### config.mk
export PLATFORM = sky130hd
export DESIGN_NAME = prog_loader
export DESIGN_NICKNAME = d
export VERILOG_FILES = /design/src/rtl/prog_loader.sv
export SDC_FILE = /design/constraint.sdc
export NUM_CORES = 1
export LEC_CHECK = 0
export CAP_MARGIN = 20
export CORE_ASPECT_RATIO = 0.75
export CORE_MARGIN = 2
export CORE_UTILIZATION = 55
export DETAILED_ROUTE_END_ITERATION = 8
export GPL_ROUTABILITY_DRIVEN = 0
export PLACE_DENSITY = 0.78
export SLEW_MARGIN = 40
export SYNTH_ARGS = -nofsm -noshare
export SYNTH_HDL_FRONTEND = slang
export SYNTH_SLANG_ARGS = --single-unit
export TNS_END_PERCENT = 20
### constraint.sdc
create_clock -name clk_i -period 3.7 [get_ports clk_i]
set_input_delay 0.555 -clock clk_i [delete_from_list [all_inputs] [get_ports clk_i]]
set_output_delay 0.555 -clock clk_i [all_outputs]
set_load 0.03 [all_outputs]
### src/rtl/prog_loader.sv
// UART program loader: receives bytes, packs little-endian 32-bit words and writes them to instruction memory.
// Optional even-parity framing (8E1) is enabled by defining PROG_LOADER_PARITY_EN.
//
// state      | meaning
// RX_IDLE    | line idle, waiting for a start-bit falling edge
// RX_START   | half-bit wait, glitch check on the start bit
// RX_DATA    | sampling 8 data bits, LSB first
// RX_PARITY  | sampling the even-parity bit (PROG_LOADER_PARITY_EN only)
// RX_STOP    | sampling the stop bit; on a framing error, hold until line is high
// LD_OFF     | idle, core released from reset
// LD_LOAD    | collecting words, core held in reset
// LD_DONE    | terminator received, core released
module prog_loader #(
    parameter int          ADDR_W   = 12,
    parameter logic [31:0] END_WORD = 32'h0000_0FFF
) (
    input  logic              clk_i,
    input  logic              rst_ni,
    input  logic              prog_i,
    input  logic [15:0]       clks_per_bit_i,
    input  logic              uart_rx_i,
    output logic              we_o,
    output logic [ADDR_W-1:0] addr_o,
    output logic [31:0]       wdata_o,
    output logic              core_rst_no,
    output logic              done_o,
    output logic              err_o
);

`ifdef PROG_LOADER_PARITY_EN
    typedef enum logic [2:0] {
        RX_IDLE   = 3'd0,
        RX_START  = 3'd1,
        RX_DATA   = 3'd2,
        RX_PARITY = 3'd3,
        RX_STOP   = 3'd4
    } rx_state_t;
`else
    typedef enum logic [2:0] {
        RX_IDLE  = 3'd0,
        RX_START = 3'd1,
        RX_DATA  = 3'd2,
        RX_STOP  = 3'd4
    } rx_state_t;
`endif

    typedef enum logic [1:0] {
        LD_OFF  = 2'd0,
        LD_LOAD = 2'd1,
        LD_DONE = 2'd2
    } ld_state_t;

    logic rx_meta, rx_sync, rx_prev;
    logic prog_meta, prog_sync, prog_prev;
    logic [2:0] arm_q;
    logic prog_rise, rx_fall;

    // arm_q masks the edge detector until the synchronizer has filled after reset
    always_ff @(posedge clk_i or negedge rst_ni) begin
        if (!rst_ni) begin
            rx_meta   <= 1'b1;
            rx_sync   <= 1'b1;
            rx_prev   <= 1'b1;
            prog_meta <= 1'b0;
            prog_sync <= 1'b0;
            prog_prev <= 1'b0;
            arm_q     <= 3'b000;
        end else begin
            rx_meta   <= uart_rx_i;
            rx_sync   <= rx_meta;
            rx_prev   <= rx_sync;
            prog_meta <= prog_i;
            prog_sync <= prog_meta;
            prog_prev <= prog_sync;
            arm_q     <= {arm_q[1:0], 1'b1};
        end
    end

    assign prog_rise = arm_q[2] & prog_sync & ~prog_prev;
    assign rx_fall   = rx_prev & ~rx_sync;

    rx_state_t   rx_state, rx_next;
    logic [15:0] cpb_eff, cpb_q, cnt_q;
    logic [2:0]  bit_idx;
    logic [7:0]  shift_q;
    logic        stop_hold;
    logic        tick, stop_eval, frame_bad, byte_valid, frame_err;

    assign cpb_eff = (clks_per_bit_i < 16'd2) ? 16'd2 : clks_per_bit_i;
    assign tick    = (cnt_q == 16'd0);

`ifdef PROG_LOADER_PARITY_EN
    logic par_bad;
    assign frame_bad = ~rx_sync | par_bad;
`else
    assign frame_bad = ~rx_sync;
`endif

    assign stop_eval  = (rx_state == RX_STOP) & ~stop_hold & tick;
    assign byte_valid = stop_eval & ~frame_bad;
    assign frame_err  = stop_eval & frame_bad;

    always_ff @(posedge clk_i or negedge rst_ni) begin
        if (!rst_ni) rx_state <= RX_IDLE;
        else         rx_state <= rx_next;
    end

    always_comb begin
        rx_next = rx_state;
        case (rx_state)
            RX_IDLE:  if (rx_fall) rx_next = RX_START;
            RX_START: if (tick) rx_next = rx_sync ? RX_IDLE : RX_DATA;
            RX_DATA: begin
                if (tick && bit_idx == 3'd7) begin
`ifdef PROG_LOADER_PARITY_EN
                    rx_next = RX_PARITY;
`else
                    rx_next = RX_STOP;
`endif
                end
            end
`ifdef PROG_LOADER_PARITY_EN
            RX_PARITY: if (tick) rx_next = RX_STOP;
`endif
            RX_STOP: begin
                if ((stop_hold || tick) && rx_sync) rx_next = RX_IDLE;
            end
            default: rx_next = RX_IDLE;
        endcase
    end

    always_ff @(posedge clk_i or negedge rst_ni) begin
        if (!rst_ni) begin
            cpb_q     <= 16'd2;
            cnt_q     <= 16'd0;
            bit_idx   <= 3'd0;
            shift_q   <= 8'h00;
            stop_hold <= 1'b0;
`ifdef PROG_LOADER_PARITY_EN
            par_bad   <= 1'b0;
`endif
        end else begin
            if (rx_state != RX_IDLE && !tick) cnt_q <= cnt_q - 16'd1;
            case (rx_state)
                RX_IDLE: begin
                    stop_hold <= 1'b0;
                    if (rx_fall) begin
                        cpb_q <= cpb_eff;
                        cnt_q <= (cpb_eff >> 1) - 16'd1;
                    end
                end
                RX_START: begin
                    if (tick) begin
                        cnt_q   <= cpb_q - 16'd1;
                        bit_idx <= 3'd0;
`ifdef PROG_LOADER_PARITY_EN
                        par_bad <= 1'b0;
`endif
                    end
                end
                RX_DATA: begin
                    if (tick) begin
                        shift_q <= {rx_sync, shift_q[7:1]};
                        bit_idx <= bit_idx + 3'd1;
                        cnt_q   <= cpb_q - 16'd1;
                    end
                end
`ifdef PROG_LOADER_PARITY_EN
                RX_PARITY: begin
                    if (tick) begin
                        par_bad <= rx_sync ^ (^shift_q);
                        cnt_q   <= cpb_q - 16'd1;
                    end
                end
`endif
                RX_STOP: begin
                    if (stop_hold) begin
                        if (rx_sync) stop_hold <= 1'b0;
                    end else if (tick) begin
                        stop_hold <= ~rx_sync;
                    end
                end
                default: ;
            endcase
        end
    end

    ld_state_t         ld_state, ld_next;
    logic [23:0]       word_q;
    logic [1:0]        byte_idx;
    logic [31:0]       full_word;
    logic [ADDR_W-1:0] addr_q;
    logic [31:0]       wdata_q;
    logic              we_q, err_q;

    assign full_word = {shift_q, word_q};

    always_ff @(posedge clk_i or negedge rst_ni) begin
        if (!rst_ni) ld_state <= LD_OFF;
        else         ld_state <= ld_next;
    end

    always_comb begin
        ld_next = ld_state;
        if (prog_rise)
            ld_next = LD_LOAD;
        else if (ld_state == LD_LOAD && byte_valid && byte_idx == 2'd3 && full_word == END_WORD)
            ld_next = LD_DONE;
    end

    always_ff @(posedge clk_i or negedge rst_ni) begin
        if (!rst_ni) begin
            word_q   <= 24'h0;
            byte_idx <= 2'd0;
            addr_q   <= '0;
            wdata_q  <= 32'h0;
            we_q     <= 1'b0;
            err_q    <= 1'b0;
        end else begin
            we_q <= 1'b0;
            if (prog_rise) begin
                word_q   <= 24'h0;
                byte_idx <= 2'd0;
                addr_q   <= '0;
                err_q    <= 1'b0;
            end else begin
                if (we_q) begin
                    addr_q <= addr_q + {{(ADDR_W-1){1'b0}}, 1'b1};
                    if (&addr_q) err_q <= 1'b1;
                end
                if (frame_err) err_q <= 1'b1;
                if (ld_state == LD_LOAD && byte_valid) begin
                    byte_idx <= byte_idx + 2'd1;
                    case (byte_idx)
                        2'd0: word_q[7:0]   <= shift_q;
                        2'd1: word_q[15:8]  <= shift_q;
                        2'd2: word_q[23:16] <= shift_q;
                        default: begin
                            if (full_word != END_WORD) begin
                                we_q    <= 1'b1;
                                wdata_q <= full_word;
                            end
                        end
                    endcase
                end
            end
        end
    end

    assign we_o        = we_q;
    assign addr_o      = addr_q;
    assign wdata_o     = wdata_q;
    assign err_o       = err_q;
    assign core_rst_no = (ld_state != LD_LOAD);
    assign done_o      = (ld_state == LD_DONE);

endmodule

# After elaboration in Yosys (flattened, before gate mapping)
# Cells that the tools add are included.
[totals]
out_inout_bits = 48
register_bits = 130
[op_classes]
muxes = 37
n_bitwise = 12
reduce_logical = 34
eq_ne = 17
order_cmp = 1
addsub = 6
[ops]
columns = ["op", "n"]
rows = [
  ["$mux 16", 4],
  ["$mux 24", 2],
  ["$eq 32x12->1 const B", 1],
  ["$ne 32x12->1 const B", 1],
  ["$pmux 16 s2", 1],
  ["$sub 16x1->16 const B", 2],
  ["$mux 12", 2],
  ["$mux 8", 3],
  ["$mux 3", 6],
  ["$logic_not 16->1", 1],
  ["$lt 16x2->1 const B", 1],
  ["$reduce_bool 2->1", 8],
  ["$sub 15x1->16 const B", 1],
  ["$add 12x1->12 const B", 1],
  ["$pmux 3 s4", 1],
  ["$reduce_and 12->1", 1],
  ["$reduce_and 2->1", 6],
  ["$mux 1", 11],
  ["$mux 2", 5],
  ["$reduce_bool 3->1", 3],
  ["$ne 2x2->1 const B", 4],
  ["$reduce_and 4->1", 2],
  ["$and 1x1->1", 7],
  ["$eq 2x2->1 const B", 3],
  ["other kinds (18)", 30],
]

# Longest topological paths before layout
# Gate-level depths: netlist of the first run.
[depth]
word_depth = 9
ltp_mapped = 11

# Least setup slack after synthesis of the first run
# No wires, ideal clock.
[synth_timing]
path_type = "input -> register"
startpoint = "input clks_per_bit_i[12]"
endpoint = "register cnt_q[14]"
path_slack_ns = 0.877
setup_ns = 0.142
stages = 10
n_path_buf = 0
arrival_time_ns = 2.681
cell_sequence = "or4_1 -> nor4b_1 -> nor2b_1 -> nor2_1 -> ha_1 -> nor3b_1 -> nand3b_1 -> nor4_1 -> mux2i_1 -> o221ai_1"
[synth_via]
elab_chain_cells = 5
[synth_lines]
columns = ["item", "line_no", "rtl"]
rows = [
  ["start: declaration", "20", "input logic [15:0] clks_per_bit_i,"],
  ["$lt 16x2->1", "89", "assign cpb_eff = (clks_per_bit_i < 16'd2) ? 16'd2 : clks_per_bit_i;"],
  ["$mux 16 *", "89", ""],
  ["$sub 15x1->16 *", "149", "cnt_q <= (cpb_eff >> 1) - 16'd1;"],
  ["$mux 16 *", "147", "if (rx_fall) begin"],
  ["$pmux 16 s2 *", "144", "case (rx_state)"],
  ["end signal: assignment", "143", "if (rx_state != RX_IDLE && !tick) cnt_q <= cnt_q - 16'd1;"],
  ["end signal: assignment", "149", ""],
  ["end signal: assignment", "154", "cnt_q <= cpb_q - 16'd1;"],
  ["end: declaration", "83", "logic [15:0] cpb_eff, cpb_q, cnt_q;"],
]
# Mark *: on every way between the ends. The rest lies on a longest branch, timed or not.
# A chain may end at the register's enable or synchronous reset.

# Worst setup path in the final report of the first run
[layout_timing]
startpoint = "input clks_per_bit_i[11]"
endpoint = "register cnt_q[14]"
# Same word-level chain as after synthesis.

==> run summary, run 1 <==
Result of the run: complete, no violations
Sequential Power Share: 0.416
Number of gates given a new drive strength after cts: 0
Largest net degree at the start of global routing: 70
Part of the total power dissipated in the clock network: 0.426
# rows: 34
Leading post-synthesis cells by instance count: sky130_fd_sc_hd__dfrtp_1, sky130_fd_sc_hd__nand2_1, sky130_fd_sc_hd__nor2_1, sky130_fd_sc_hd__a21oi_1, sky130_fd_sc_hd__nand3_1
Layout cells sized above 1: 0.1314
Bufs on Longest Clock Path: 2
Mapped Avg Cell Area: 10.30 µm²
Number of detailed-route iterations in the first pass: 5
Post-Synthesis Net Count: 658
Sum of overflow across all layers after global routing: 0
Post-layout nets: 725
Number of storage elements in the synthesis netlist: 130
Area of the die: 12660 µm²
TritonCTS clock tree: yes
Instance count of the mapped netlist: 628
Setup TNS: 0 ps
Critical path launch point type: input port
Number of filler instances in the final layout: 847
Arr. time, crit path: 3600 ps
Hold Fails Final Rpt: 0
Relative area change from synthesis to final layout: 22.12%
Number of clock sinks: 130
Register cell area after layout: 3258 µm²
Cell types with the largest area share after synthesis: sky130_fd_sc_hd__dfrtp_1, sky130_fd_sc_hd__mux2_4, sky130_fd_sc_hd__nand2_1, sky130_fd_sc_hd__a21oi_1, sky130_fd_sc_hd__xor2_1
Buffers inserted by post-CTS timing repair: 0
Worst slew pin tran: 856.5 ps
Setup Crit Path Kind: in2reg
Max cap viols: 0
Cell type with the largest total area after synthesis: sky130_fd_sc_hd__dfrtp_1
Post-Route Skew: 10.96 ps
Tot GR Track Use: 0.2580
Port Buffer Count: 67
Clock root buffer master: sky130_fd_sc_hd__clkbuf_16
Final worst-path cycle share: 0.8972
Maximum fanout count along the critical path: 6
X dimension of the die: 129.2 µm
Initial Utilization: 0.5612
Share of synthesized area occupied by flip-flops and latches: 0.5036
Non-filler cells in the finished layout: 870
Antenna violations before repair: 0
Hold/Removal Path Class: in2async
Setup repair after global routing missed its margin: no
DIE HEIGHT: 97.93 µm
Number of enable flip-flop cells after synthesis: 0
Clock latency of the later-clocked register in the worst-skew pair: 420 ps
Core area: 11530 µm²
Routed WL: 15450 µm
Total power after layout: 0.004288 W
Most frequent cell after synthesis: sky130_fd_sc_hd__dfrtp_1
Prevailing post-synth register cell: sky130_fd_sc_hd__dfrtp_1
Combined area of the multi-input logic cells: 2984 µm²
Relative slew slack: 0.4278
Slack of the worst reg-to-reg path: 570 ps
Endpoint type of the worst setup path: flip-flop
DR iter-0 viols: 407
Final min period: 3320 ps
Wire length of the first global-routing pass: 25610 µm
H-tree lvl count: 4
Syn Std Cell Area: 6470 µm²
Routed via count: 5114
Async set-or-reset flop fraction in the synthesized netlist: 1.000
Required time of the critical path: 3980 ps
Half-perimeter wire length of the detailed placement result: 10460 µm
Number of ports placed on the die boundary: 68
Register clock-pin slew on the reported worst setup and hold paths: 60 ps
Ant diodes: 0
TritonCTS Buffers: 17
Antenna violation net count after detailed routing: 0
Netlist cell types: 59
Reg-to-reg critical path startpoint: cnt_q[0]
Total of hold buffers inserted after clock tree synthesis: 0
Count of endpoints failing setup in the final report: 0
Cell internal pwr: 0.003043 W
Fmax achieved: 0.3012 GHz
Worst vdd rail ir drop: 0.3700 mV
Vias in the first global route: 5112
Psw: 0.001246 W
Number of vias per cell: 5.878
Proportion of netlist area held by the largest area contributor: 0.4873
Combinational cell fraction of total power: 0.158
Path depth of the worst reg2reg path: 8
Worst Setup SP: clks_per_bit_i[11]
Pwr per Cell Area: 542.8 nW/µm²
Pleak: 3.424 nW
Switching Share: 0.2905
# placed instances: 838
Count of synthesis-stage warnings from yosys: 0
RR Endpoint: wdata_o[31]
Routed length per placed instance: 17.76 µm
Final Slew Violations: 0
DRC violation count after routing: 0
[registers in the layout, indices dropped and copies added, names as in the netlist, 2 cells and up]
name and count:
cpb_q 16, arm_q 3, ld_state 2, bit_idx 3, cnt_q 16, word_q 24
byte_idx 2, wdata_o 32, rx_state 3, shift_q 8, addr_o 12
[through the flow]
step	setup WS [ps]	cell area (µm²)	hold WS [ps]	utilization
floorplan	876.9	6470	259.4	-
global placement	162.6	7258	332.9	0.6296
detailed placement	48.71	7258	335.6	0.6296
CTS	452.3	7898	237.0	0.6850
global route	203.4	7901	152.1	0.6854
finish	380.4	7901	85.11	0.6854
[worst max-delay path by stage]
stage	depth (start not counted)	to	slack (ps)
finish	12	cnt_q[14]	380
global route	12	cnt_q[14]	200
CTS	12	cnt_q[14]	450
detailed placement	12	cnt_q[14]	50
global placement	12	cnt_q[14]	160
floorplan	10	cnt_q[14]	880
[power by group through the flow]
stage	Sequential, W	Combinational, W	Clock, W
floorplan	0.00173	0.000517	0
global placement	0.00178	0.000644	0
detailed placement	0.00180	0.000669	0
CTS	0.00178	0.000679	0.00183
global route	0.00180	0.000760	0.00189
finish	0.00178	0.000679	0.00183
[cell families after synthesis]
kind of cell,share of synthesized area
AO/OA/AOI/OAI,0.08200
multiplexers,0.08277
AND/OR/NAND/NOR,0.2220
flip-flops,0.5036
XOR/XNOR,0.05415
adder cells (fa/ha/maj),0.01934
other,0.0005796
buffers and inverters,0.03558
[routing by layer]
metal | global-route usage | routed length, µm | up-vias
li1 | - | - | 2360
met1 | 0.3679 | 6900 | 2523
met2 | 0.3943 | 7284 | 210
met3 | 0.06466 | 1099 | 21
met4 | 0.07441 | 168 | 0
met5 | 0 | 0 | -
[critical path, cell delays in order]
cell                              delay [ps]
sky130_fd_sc_hd__clkdlybuf4s50_1         550
sky130_fd_sc_hd__or4_1                   210
sky130_fd_sc_hd__nor4b_1                  70
sky130_fd_sc_hd__buf_4                   150
sky130_fd_sc_hd__nor2b_1                 170
sky130_fd_sc_hd__nor2_1                  100
sky130_fd_sc_hd__ha_1                    190
sky130_fd_sc_hd__nor3b_1                 710
sky130_fd_sc_hd__nand3b_1                230
sky130_fd_sc_hd__nor4_1                  320
sky130_fd_sc_hd__mux2i_1                 230
sky130_fd_sc_hd__o221ai_1                120
[cell type report]
type	instances	share of cell area
Inverter	10	0.004751
Multi-Input combinational cell	458	0.3777
Clock inverter	14	0.02534
Sequential cell	130	0.4124
Clock buffer	18	0.05558
Tap cell	162	0.02565
Timing Repair Buffer	78	0.09865
[cell usage in the layout, fill, tap and decap left out, drive strengths merged, types with 3 or more instances in the layout]
cell           netlist  routed
nand2b               6       6
o221ai               8       8
nand3b               4       4
clkinvlp             0       3
clkbuf              21      18
nor4b                3       3
xor2                22      22
clkdlybuf4s50        0      66
or3                  6       6
nand2              102     102
a21oi               41      41
clkinv               0       3
o21ai               12      12
nand3               38      38
xnor2               18      18
a21o                 3       3
and3                 8       8
bufinv               0       4
or4b                 3       3
ha                  10      10
dfstp                4       4
nand4               12      12
nor2                44      44
mux2i                4       4
nand4b               4       4
or4                 11      11
o22ai                3       3
o211ai               3       3
dfrtp              126     126
nor4                16      16
mux2                34      34
nor3                15      15
inv                 10      14
buf                  9      12
No activity file was read; power rests on OpenSTA's default activity.
==> run 2, diff against run 1 <==
Settings changed: SKIP_LAST_GASP from default to 1.
==> results of run 2 <==
Final layout, timing and power as in run 1 (identical DEF).
==> run 3, diff against run 2 <==
Settings changed: ABC_AREA from default to 1, CORE_UTILIZATION 55 to 58, PLACE_DENSITY 0.78 to 0.81.
==> run summary, run 3 <==
Total of hold buffers inserted after clock tree synthesis: 0 (unchanged)
Routed via count: 6125 (+20%)
Sum of overflow across all layers after global routing: 0 (unchanged)
Highest metal used: met4
RR Endpoint: cnt_q[11]
Vias in the first global route: 5646 (+10%)
Result of the run: complete, no violations
Cell type with the largest total area after synthesis: sky130_fd_sc_hd__dfrtp_1
Most frequent cell after synthesis: sky130_fd_sc_hd__nand2_1
Worst vdd rail ir drop: 0.3698 mV (about the same)
Setup TNS: 0 ps (unchanged)
Buffers inserted by post-CTS timing repair: 0 (unchanged)
Layout cells sized above 1: 0.1371 (+0.005757)
Required time of the critical path: 3970 ps (about the same)
Number of detailed-route iterations in the first pass: 5 (unchanged)
Setup Crit Path Kind: reg2reg
Half-perimeter wire length of the detailed placement result: 12090 µm (+16%)
Bufs on Longest Clock Path: 2 (unchanged)
Share of synthesized area occupied by flip-flops and latches: 0.4661 (-0.03750)
Worst slack, placed: 753.1 ps (+704.4 ps)
Setup slack after layout: 1155 ps (+774.8 ps)
Slack of the worst reg-to-reg path: 1160 ps (+590 ps)
DR iter-0 viols: 710 (+74%)
Most used cells in the layout excluding fill and tap cells: sky130_fd_sc_hd__nand2_1, sky130_fd_sc_hd__dfrtp_1, sky130_fd_sc_hd__inv_1
Instance count of the mapped netlist: 881 (+40%)
Number of clock sinks: 130 (unchanged)
DIE HEIGHT: 99.08 µm (+1.2%)
Count of synthesis-stage warnings from yosys: 0 (unchanged)
Fmax achieved: 0.3930 GHz (+30%)
Hold/Removal Path Class: in2async
Number of ports placed on the die boundary: 68 (unchanged)
Total power after layout: 0.004852 W (+13%)
Pwr per Cell Area: 577.3 nW/µm² (+6.4%)
Cell types with the largest area share after synthesis: sky130_fd_sc_hd__dfrtp_1, sky130_fd_sc_hd__nand2_1, sky130_fd_sc_hd__inv_1, sky130_fd_sc_hd__nand3_1, sky130_fd_sc_hd__nor2_1
Most common cell after layout, fill and taps aside: sky130_fd_sc_hd__nand2_1
Setup repair after global routing missed its margin: no
Proportion of netlist area held by the largest area contributor: 0.4510 (-0.03629)
Prevailing post-synth register cell: sky130_fd_sc_hd__dfrtp_1
Core area: 11660 µm² (+1.1%)
Ant diodes: 0 (unchanged)
H-tree lvl count: 4 (unchanged)
Number of gates given a new drive strength after cts: 0 (unchanged)
Clock latency of the later-clocked register in the worst-skew pair: 420 ps (about the same)
Routed length per placed instance: 14.93 µm (-16%)
Hold Fails Final Rpt: 0 (unchanged)
Number of storage elements in the synthesis netlist: 130 (unchanged)
Count of endpoints failing setup in the final report: 0 (unchanged)
Leading post-synthesis cells by instance count: sky130_fd_sc_hd__nand2_1, sky130_fd_sc_hd__dfrtp_1, sky130_fd_sc_hd__inv_1, sky130_fd_sc_hd__nor2_1, sky130_fd_sc_hd__nand3_1
Area of the die: 12960 µm² (+2.4%)
Syn Std Cell Area: 6990 µm² (+8.0%)
Arr. time, crit path: 2810 ps (-790 ps)
Relative area change from synthesis to final layout: 20.24%
Register clock-pin slew on the reported worst setup and hold paths: 60 ps (about the same)
Final worst-path cycle share: 0.6878 (-0.2094)
Routed WL: 16900 µm (+9.4%)
Post-Synthesis Net Count: 911 (+38%)
Async set-or-reset flop fraction in the synthesized netlist: 1.000 (unchanged)
Max cap viols: 0 (unchanged)
Number of vias per cell: 5.411 (-8.0%)
Port Buffer Count: 67 (unchanged)
Netlist cell types: 42 (-29%)
M1 WL: 8058 µm (+17%)
Clock root buffer master: sky130_fd_sc_hd__clkbuf_16
Final Slew Violations: 0 (unchanged)
Initial Utilization: 0.5997 (+0.03851)
Critical path launch point type: flip-flop
Final min period: 2545 ps (-774.8 ps)
Path depth of the worst reg2reg path: 9 (+1)
TritonCTS clock tree: yes
Post-Route Skew: 8.144 ps (-2.815 ps)
Routed length on met2: 6763 µm (-7.2%)
Post-layout nets: 987 (+36%)
Largest register FFs: 32 (unchanged)
Maximum fanout count along the critical path: 17 (+11)
Number of filler instances in the final layout: 937 (+11%)
TritonCTS Buffers: 17 (unchanged)
# placed instances: 1100 (+31%)
X dimension of the die: 130.8 µm (+1.2%)
Non-filler cells in the finished layout: 1132 (+30%)
Relative slew slack: 0.6067 (+0.1789)
Antenna violations before repair: 0 (unchanged)
Antenna violation net count after detailed routing: 0 (unchanged)
Reg-to-reg critical path startpoint: cnt_q[0]
Wire length of the first global-routing pass: 28150 µm (+9.9%)
Largest net degree at the start of global routing: 67 (-4.3%)
Tot GR Track Use: 0.2819 (+0.02392)
Mapped Avg Cell Area: 7.935 µm² (-23%)
DRC violation count after routing: 0 (unchanged)
Pleak: 3.977 nW (+16%)
Endpoint type of the worst setup path: flip-flop
# rows: 34 (unchanged)
Number of enable flip-flop cells after synthesis: 0 (unchanged)
Met3 Wirelength: 1918 µm (+75%)
Worst slew pin tran: 590.0 ps (-266.5 ps)
==> run 3: cells by family (layout without fill, tap and decap cells) <==
group,Yosys count,count (layout),synth area share
flip-flops,130,130,0.4661
XOR/XNOR,18,18,0.02255
other,1,1,0.0005364
AO/OA/AOI/OAI,128,128,0.1163
buffers and inverters,136,225,0.08054
adder cells (fa/ha/maj),10,10,0.01790
AND/OR/NAND/NOR,458,458,0.2960
==> run 3: how the worst max path moves through the flow <==
| stage | start | to | slack [ps] |
|---|---|---|---|
| finish | cnt_q[0] | cnt_q[11] | 1160 |
| global route | clks_per_bit_i[6] | cnt_q[12] | 920 |
| CTS | clks_per_bit_i[3] | cnt_q[12] | 1180 |
| detailed placement | clks_per_bit_i[3] | cnt_q[12] | 750 |
| global placement | clks_per_bit_i[6] | cnt_q[10] | 890 |
| floorplan | clks_per_bit_i[4] | cnt_q[10] | 1630 |
==> run 3: worst max-delay path, cell delays in order (launching register included) <==
cell and delay [ps]:
sky130_fd_sc_hd__dfrtp_1 410, sky130_fd_sc_hd__inv_1 130, sky130_fd_sc_hd__ha_1 220, sky130_fd_sc_hd__nand2_2 140, sky130_fd_sc_hd__nor2_4 170, sky130_fd_sc_hd__nand2_4 110
sky130_fd_sc_hd__nand2_1 390, sky130_fd_sc_hd__inv_2 250, sky130_fd_sc_hd__o211ai_1 440, sky130_fd_sc_hd__nand3_1 130
==> run 3: layer usage <==
layer	GRT usage	vias to the layer above
li1	-	2989
met3	0.1026	16
met2	0.3674	270
met1	0.4412	2850
met4	0.07365	0
met5	0	-
==> run 3: final cells by class <==
type	count	area [µm²]	share of cell area
flip-flops and latches	130	3258	0.3876
clock buffers	21	470.5	0.05597
clock inverters	11	103.9	0.01235
inverters	118	444.2	0.05284
multi-input cells	615	3169	0.3770
well taps	162	202.7	0.02411
repair buffers	75	757.0	0.09006
==> run 3: stage by stage <==
step	area, µm²	util	hold slack [ps]
6_report	8406	0.7211	108.9
3_5_place_dp	7828	0.6715	334.7
2_1_floorplan	6990	-	259.4
3_3_place_gp	7787	0.6681	332.5
5_1_grt	8406	0.7211	170.4
4_1_cts	8402	0.7208	269.9
==> run 3: report_power, final <==
group	switching [W]	internal, W
clock network	0.000628	0.000979
registers	0.000217	0.00162
logic	0.000960	0.000446
total	0.00180	0.00305
